==> src/rtl/serial_fs.sv <==
// serial_fs: bit-serial a - b - bin, one bit per clock LSB first, start/done handshake.
// Optional feature macro: SERIAL_FS_OVF_EN adds the signed-overflow output ovf.

module serial_fs_cell (
  input  logic x,
  input  logic y,
  input  logic br,
  output logic d,
  output logic br_next
);
  assign d       = x ^ y ^ br;
  assign br_next = (~x & y) | (~x & br) | (y & br);
endmodule

module serial_fs #(
  parameter int WIDTH = 8
) (
  input  logic             clk,
  input  logic             rst_n,
  input  logic             start,
  input  logic [WIDTH-1:0] a,
  input  logic [WIDTH-1:0] b,
  input  logic             bin,
  output logic             busy,
  output logic             done,
  output logic [WIDTH-1:0] diff,
`ifdef SERIAL_FS_OVF_EN
  output logic             ovf,
`endif
  output logic             borrow_out
);
  localparam int CW = (WIDTH > 1) ? $clog2(WIDTH) : 1;
  localparam logic [CW-1:0] LAST = CW'(WIDTH - 1);

  typedef enum logic {IDLE, RUN} state_t;

  state_t           state;
  logic [WIDTH-1:0] opa, opb, opa_nx;
  logic             br, d, br_nx;
  logic [CW-1:0]    cnt;

  serial_fs_cell u_cell (
    .x      (opa[0]),
    .y      (opb[0]),
    .br     (br),
    .d      (d),
    .br_next(br_nx)
  );

  // The minuend register doubles as the result register: each processed
  // bit vacates the LSB and the difference bit enters at the MSB.
  generate
    if (WIDTH == 1) begin : g_w1
      assign opa_nx = d;
    end else begin : g_wn
      assign opa_nx = {d, opa[WIDTH-1:1]};
    end
  endgenerate

`ifdef SERIAL_FS_OVF_EN
  logic sign_a, sign_b;
`endif

  always_ff @(posedge clk or negedge rst_n) begin
    if (!rst_n) begin
      state      <= IDLE;
      opa        <= '0;
      opb        <= '0;
      br         <= 1'b0;
      cnt        <= '0;
      busy       <= 1'b0;
      done       <= 1'b0;
      diff       <= '0;
      borrow_out <= 1'b0;
`ifdef SERIAL_FS_OVF_EN
      sign_a     <= 1'b0;
      sign_b     <= 1'b0;
      ovf        <= 1'b0;
`endif
    end else begin
      done <= 1'b0;
      case (state)
        IDLE: begin
          if (start) begin
            opa   <= a;
            opb   <= b;
            br    <= bin;
            cnt   <= '0;
            busy  <= 1'b1;
            state <= RUN;
`ifdef SERIAL_FS_OVF_EN
            sign_a <= a[WIDTH-1];
            sign_b <= b[WIDTH-1];
`endif
          end
        end
        RUN: begin
          opa <= opa_nx;
          opb <= opb >> 1;
          br  <= br_nx;
          if (cnt == LAST) begin
            diff       <= opa_nx;
            borrow_out <= br_nx;
            done       <= 1'b1;
            busy       <= 1'b0;
            state      <= IDLE;
`ifdef SERIAL_FS_OVF_EN
            // d is the result MSB on the final bit
            ovf        <= (sign_a ^ sign_b) & (sign_a ^ d);
`endif
          end else begin
            cnt <= cnt + 1'b1;
          end
        end
        default: state <= IDLE;
      endcase
    end
  end
endmodule

==> config.mk <==
export PLATFORM = sky130hd
export DESIGN_NAME = serial_fs
export DESIGN_NICKNAME = d
export VERILOG_FILES = /design/src/rtl/serial_fs.sv
export SDC_FILE = /design/constraint.sdc
export NUM_CORES = 1
export LEC_CHECK = 0
export ABC_AREA = 1
export BUFFER_PORTS_ARGS = -buffer_cell sky130_fd_sc_hd__buf_2
export CAP_MARGIN = 5
export CELL_PAD_IN_SITES_DETAIL_PLACEMENT = 1
export CELL_PAD_IN_SITES_GLOBAL_PLACEMENT = 2
export CORE_ASPECT_RATIO = 0.5
export CORE_MARGIN = 4
export CORE_UTILIZATION = 28
export DETAILED_ROUTE_END_ITERATION = 16
export PLACE_DENSITY = 0.8
export RECOVER_POWER = 50
export SETUP_SLACK_MARGIN = 0.2
export SKIP_CTS_REPAIR_TIMING = 1
export SYNTH_ARGS = -nofsm -noshare
export SYNTH_HDL_FRONTEND = slang
export SYNTH_SLANG_ARGS = --single-unit
==> constraint.sdc <==
create_clock -name clk -period 1.15 [get_ports clk]
set_input_delay 0.2875 -clock clk [delete_from_list [all_inputs] [get_ports clk]]
set_output_delay 0.2875 -clock clk [all_outputs]
set_load 0.03 [all_outputs]
* Yosys cells after proc, flatten, opt, wreduce, memory -nomap -nowiden *
Index checks and enable logic that the tools add are counted.

storage, ports and cells
  register bits = 32
  input bits = 20
  output and inout port bits = 11
  word-level logic and storage cells = 43

cells by class
  add/subtract/negate cells = 1
  equal/unequal tests = 4
  multiplexer cells = 17
  bitwise logic cells = 9
  reduce and logical (&&, ||, !) cells = 3

operators by type and width
  kind                                           number
  one-hot mux 8 bit (2 select lines)             2
  2-to-1 mux 8 bit                               2
  2-to-1 mux 1 bit                               7
  2-to-1 mux 3 bit                               2
  one-hot mux 1 bit (2 select lines)             3
  one-hot mux 3 bit (2 select lines)             1
  AND reduction 2 bit                            3
  != test 2 bit, second input constant           2
  adder 3 x 1 -> 3 bit, second input constant    1
  bitwise AND 1 bit                              3
  equality test 3 bit, second input constant     1
  != test 2 x 1 -> 1 bit, second input constant  1
  NOT 1 bit                                      2
  bitwise OR 1 bit                               2
  bitwise XOR 1 bit                              2

* Longest topological paths before layout *
Gate-level depths: netlist (run 1).

  word-level depth = 5
  depth in mapped cells = 7

* Modules after synthesis *
From an unflattened synthesis (run 1), not the netlist that was laid out.

unflattened totals
  cells, all modules = 160
  area, all modules = 1442.6 um^2

modules (own cells, without submodules)
  module          instances  cells an instance  area an instance (um^2)  sequential area each (um^2)
  serial_fs       1          157                1415.1                   800.8
  serial_fs_cell  1          3                  27.5                     0.0

* Least setup slack after synthesis (run 1) *
No wires, ideal clock.

  kind = register -> register
  start = register br
  end = register opa[7]
  library setup time = 0.124 ns
  data arrival time = 1.091 ns
  setup slack = -0.065 ns
  cell stages (with the launch flop) = 5
  clock period less this slack = 1.215 ns
  cell sequence = dfrtp_1 > fa_1 > inv_1 > nand2_1 > nand3_1

on the way
  cells in the longest elaborated chain, start to end = 2

ends and longest elaborated chain
  what                                RTL line  source
  start, declared                     39        logic br, d, br_nx;
  start signal, assigned              87        br <= bin;
  start signal, assigned              100       br <= br_nx;
  bitwise XOR 1 bit                   11        assign d = x ^ y ^ br;
  one-hot mux 8 bit (2 select lines)  82        case (state)
  end signal, assigned                98        opa <= opa_nx;
  end, declared                       38        logic [WIDTH-1:0] opa, opb, opa_nx;

Every way passes these cells.
A chain may end at the register's enable or synchronous reset.

* Worst setup path in the final report (run 1) *
  start = register br
  end = register diff[7]

on the way
  cells in the longest elaborated chain, start to end = 1

ends and longest elaborated chain
  what                  RTL line  source
  bitwise XOR 1 bit     11
  end signal, assigned  102       diff <= opa_nx;
  end, declared         26        output logic [WIDTH-1:0] diff,

Every way passes these cells.

==> results of run 1 <==
## layout by cell type (no fill, tap or decap)
cell / instances
buf_12: 1
buf_2: 19
buf_4: 22
buf_6: 17
bufinv_16: 1
clkbuf_4: 1
clkbuf_8: 7
dfrtp_1: 31
dfrtp_2: 1
dlygate4sd3_1: 1
fa_1: 1
ha_4: 3
inv_1: 3
inv_4: 3
inv_6: 1
inv_8: 1
nand2_1: 48
nand2_2: 19
nand2_4: 2
nand2_8: 2
nand3_1: 32
nand3_2: 5
nor2_4: 1
o21ai_2: 1
## tightest hold or removal path: stages
cell	delay, ns
buf_2	0.08
nand3_1	0.07
nand2_1	0.06
## final timing paths
kind                        start       to  slack [ns]
min in group asynchronous   rst_n   cnt[0]        0.59
max in group asynchronous   rst_n    state        0.24
setup / recovery               br  diff[7]       -0.09
setup reg to reg               br  diff[7]       -0.09
hold reg to reg            opb[7]   opb[7]        0.49
hold / removal               b[7]   opb[7]        0.24
## final cells by class
class / count / share of cell area
clock buffers: 7 / 0.04306
inverters: 7 / 0.01846
repair buffers: 61 / 0.2187
clock inverters: 1 / 0.01342
repair inverters: 1 / 0.003915
multi-input cells: 114 / 0.3070
flip-flops and latches: 32 / 0.3585
well taps: 66 / 0.03691
## registers in the layout, indices dropped and copies added, names as in the netlist
register    flops
diff            8
opa             8
opb             8
cnt             3
borrow_out      1
br              1
busy            1
done            1
state           1
## kinds of logic (layout without fill, tap and decap cells)
family,count (synthesis),count (layout),synth area share
flip-flops,32,32,0.5649
AND/OR/NAND/NOR,109,109,0.3319
AO/OA/AOI/OAI,1,1,0.006179
buffers and inverters,14,77,0.05648
adder cells (fa/ha/maj),4,4,0.04060
## per-stage QoR
stage | util | cell area, um^2
5_1_grt | 0.4825 | 2237
2_1_floorplan | - | 1449
6_report | 0.4825 | 2237
4_1_cts | 0.4039 | 1873
3_5_place_dp | 0.3767 | 1747
3_3_place_gp | 0.3767 | 1747
## metal layers
metal  track usage  up-vias  wire length, um
met4       0.04856        0               57
met2        0.2160       19             2127
met5             0        -                0
met3       0.03395        6              115
li1              -      637                -
met1        0.1522      638             1682
## power by group
part / leakage [uW] / total [uW] / internal (uW) / switching, uW
logic: 0.000649 / 3210 / 1570 / 1630
clock network: 0.0000645 / 1210 / 765 / 450
registers: 0.000398 / 2090 / 1650 / 441
total: 0.00111 / 6510 / 3990 / 2530
==> impl_metrics.tcl, run 1 <==
set metrics [dict create \
    num-nets-final 246 \
    cts_sinks 32 \
    hpwl_um 2597 \
    yosysTopAreaCell "dfrtp_1" \
    ys_async_sr_fraction 1.000 \
    yosys_warnings 0 \
    yosys.area.top_type_share 0.5649 \
    tns_ns -0.7408 \
    slowest_delay_ns 0.56 \
    fin_ws_ns -0.09144 \
    worstSetupEndpointType "flip-flop" \
    ys_top_cells_by_area "dfrtp_1, nand2_1, nand3_1" \
    core_um2 4637 \
    cp_top_family "adder cells" \
    period_minus_slack_ns 1.241 \
    layout.area.seq_um2 802.0 \
    drv_cap 0 \
    whs_path_depth 3 \
    numCtsBuffers 5 \
    grt_pass1_wl_um 6154 \
    fin_cells 289 \
    path_clk_slew_ns 0.07 \
    path_class "flip-flop to flip-flop" \
    preCtsSetupSlack_ns -0.08941 \
    worstPathBufferInverterCount 1 \
    tightest_slew_ns 0.4444 \
    required_ns 1.33 \
    wire_per_inst_um 13.78 \
    nFillCells 546 \
    antenna_found_initial 0 \
    num_antenna_cells 0 \
    synth_area_per_cell_um2 8.860 \
    hp-class "primary input to flip-flop" \
    num_vias 1300 \
    synth_cells 160 \
    worst_r2r_path_depth 3 \
    io_pins 31 \
    powerDensity_nw_per_um2 2911 \
    synth_edf_count 0 \
    drc 0 \
    critPathLaunchType "flip-flop" \
    synthDistinctLibCells 14 \
    whs_ns 0.2440 \
    vias_per_cell 4.498 \
    grt_use_total 0.1254 \
    initial_core_util 0.3057 \
    finalCritPeriodShare 1.080 \
    drive_gt1_frac 0.4798 \
    first_pass_iters 2 \
    fin_total_pwr_uw 6512 \
    cpMaxStageDelayCell "fa_1" \
    grt_pass1_vias 1324 \
    grt_max_degree 33 \
    p_leak_uw 0.001111 \
    cts-root-buf "clkbuf_8" \
    dieArea_um2 6334 \
    die_y_um 58.32 \
    gr-total-overflow 0 \
    synth-seq-area-share 0.5649 \
    fmax_mhz 805.5 \
    worstPathArrival_ns 1.42 \
    path_cells "fa_1 > buf_4 > o21ai_2" \
    hold_viol 0 \
    syn-num-nets 184 \
    yosysMostFrequentCell "nand2_1" \
    cp_num_cells 3 \
    htreeDepth 2 \
    synth-seq-cells 32 \
    ant_nets 0 \
    wirelength_um 3982 \
    cts_tree "done" \
    rsz0062_at_grt "yes" \
    port_buffers 30 \
    gp_congestion 0.6978 \
    multi_input_area_um2 686.9 \
    floorplan.die.width_um 108.6 \
    synth_area_um2 1418 \
    synthFlopType "dfrtp_1" \
    insertion_delay_ns 0.29 \
    row_count 17 \
    synth_common_cells "nand2_1, nand3_1, dfrtp_1, inv_1" \
    finalSetupViolCount 15 \
    vdd_drop_max_v 0.0008330 \
    relSlewSlack 0.7037 \
    syn_to_final_growth_pct 57.81 \
    clk_path_buf_depth 2 \
    clock-skew-final_ns 0.004094 \
    dp.cells 263 \
    maxSlewViolCount 0 \
    violations "setup timing" \
    status "complete, but fails checks" \
    critical_path_peak_fanout 2 \
    first_iter_violations 15 \
]
No activity file was read; power rests on OpenSTA's default activity.
==> run 2, diff against run 1 <==
PLACE_DENSITY = default   (was 0.8)
PLACE_DENSITY_LB_ADDON = 0.1   (was default)
==> impl_metrics.tcl, run 2 (synthesis results as in run 1) <==
set metrics [dict create \
    grt_max_degree 33 \
    drc 0 \
    rsz0062_at_grt "yes" \
    tns_ns -0.2814 \
    nFillCells 548 \
    ant_nets 0 \
    first_pass_iters 2 \
    worstPathArrival_ns 1.39 \
    combPwrFrac 0.510 \
    mostFrequentLayoutCell "nand2_1" \
    rr_endpoint "opa[7]" \
    grt_pass1_vias 1248 \
    r2r_setup_slack_ns -0.09 \
    cts-root-buf "clkbuf_8" \
    num_vias 1271 \
    initial_core_util 0.3057 \
    p_clk_frac 0.149 \
    worstSetupEndpointType "flip-flop" \
    wire_per_inst_um 13.63 \
    relSlewSlack 0.6916 \
    numCtsBuffers 5 \
    p_switching_uw 2474 \
    clk_path_buf_depth 2 \
    grt_use_total 0.1210 \
    finalInstanceArea_um2 2265 \
    path_clk_slew_ns 0.06 \
    cts_sinks 32 \
    p_int_uw 3729 \
    worst_r2r_path_depth 4 \
    first_iter_violations 47 \
    p_sw_frac 0.3988 \
    insertion_delay_ns 0.28 \
    fin_ws_ns -0.08730 \
    finalSetupViolCount 11 \
    hp-start "b[7]" \
    clock-skew-final_ns 0.005696 \
    gr-total-overflow 0 \
    tightest_slew_ns 0.4626 \
    die_y_um 58.32 \
    cts_tree "done" \
    period_minus_slack_ns 1.237 \
    min_to "opb[7]" \
    crit-reg2reg-launch "opb[0]" \
    postPlaceCellArea_um2 1734 \
    hp-class "primary input to flip-flop" \
    htreeDepth 2 \
    whs_path_depth 3 \
    wirelength_um 3844 \
    finalCritPeriodShare 1.076 \
    vdd_drop_max_v 0.0008402 \
    core_um2 4637 \
    io_pins 31 \
    sequentialPowerShare 0.341 \
    antenna_found_initial 0 \
    drive_gt1_frac 0.5278 \
    num-nets-final 240 \
    path_class "flip-flop to flip-flop" \
    floorplan.die.width_um 108.6 \
    layout.area.seq_um2 800.8 \
    critical_path_peak_fanout 2 \
    gp_congestion 0.7314 \
    powerDensity_nw_per_um2 2739 \
    most-common-layout-cells "nand2_1, dfrtp_1, nand3_1" \
    maxSlewViolCount 0 \
    violations "setup timing" \
    multi_input_area_um2 763.2 \
    hold_viol 0 \
    top_regs "diff (8), opa (8), opb (8)" \
    critPathLaunchType "flip-flop" \
    drv_cap 0 \
    required_ns 1.31 \
    vias_per_cell 4.507 \
    hpwl_um 2547 \
    port_buffers 30 \
    num_antenna_cells 0 \
    dieArea_um2 6334 \
    fmax_mhz 808.2 \
    row_count 17 \
    p_leak_uw 0.001209 \
    preCtsSetupSlack_ns -0.1043 \
    critPathLaunch "opb[0]" \
    grt_pass1_wl_um 5927 \
    status "complete, but fails checks" \
    fin_total_pwr_uw 6203 \
    syn_to_final_growth_pct 59.75 \
]
## run 2: cell types whose count changed in the layout (fill, tap and decap cells not counted), moves of 2 or more
| cell | delta |
|---|---|
| inv_2 | +2 |
| inv_4 | -2 |
| nand2_4 | +8 |
| buf_4 | -7 |
| nand3_1 | -9 |
| nand3_2 | +9 |
| nand2_1 | -6 |
## run 2: area by class of cell
class	count	share of cell area
clock buffer	7	0.04254
sequential	32	0.3536
multi-input combinational	114	0.3370
timing repair buffer	56	0.2144
tap	66	0.03646
inverter	7	0.01602
## run 2: critical path, cell delays in order, from the launching register on
cell and delay (ns):
dfrtp_1 0.40, fa_1 0.57, inv_1 0.05, nand2_1 0.05
nand3_1 0.06
## run 2: per-layer routing
| layer | wire length (um) | vias up | global-route usage |
|---|---|---|---|
| li1 | - | 620 | - |
| met1 | 1893 | 630 | 0.1696 |
| met2 | 1778 | 19 | 0.1835 |
| met3 | 158 | 2 | 0.04272 |
| met4 | 14 | 0 | 0.02158 |
| met5 | 0 | - | 0 |
## run 2: worst max-delay path by stage
| stage | to | cells after the start |
|---|---|---|
| 2_1_floorplan | opa[7] | 5 |
| 3_3_place_gp | opa[7] | 5 |
| 3_5_place_dp | opa[7] | 5 |
| 4_1_cts | opa[7] | 5 |
| 5_1_grt | opa[7] | 4 |
| 6_report | opa[7] | 4 |
## run 2: through the flow
step	cells	hold slack [ns]	util
floorplan	160	-0.008091	-
global placement	258	0.2582	0.3740
detailed placement	258	0.2665	0.3740
CTS	265	-0.03001	0.3948
global route	282	0.2491	0.4884
finish	282	0.2451	0.4884
## run 2: power groups by stage
stage                     clock network (uW)  logic, uW  registers (uW)
final                                    922       3170            2110
after global placement                     0       2070            1980
after global routing                    1010       3510            2190
after CTS                                957       2140            1990
after floorplan                            0       1140            2300
after detailed placement                   0       2130            2010
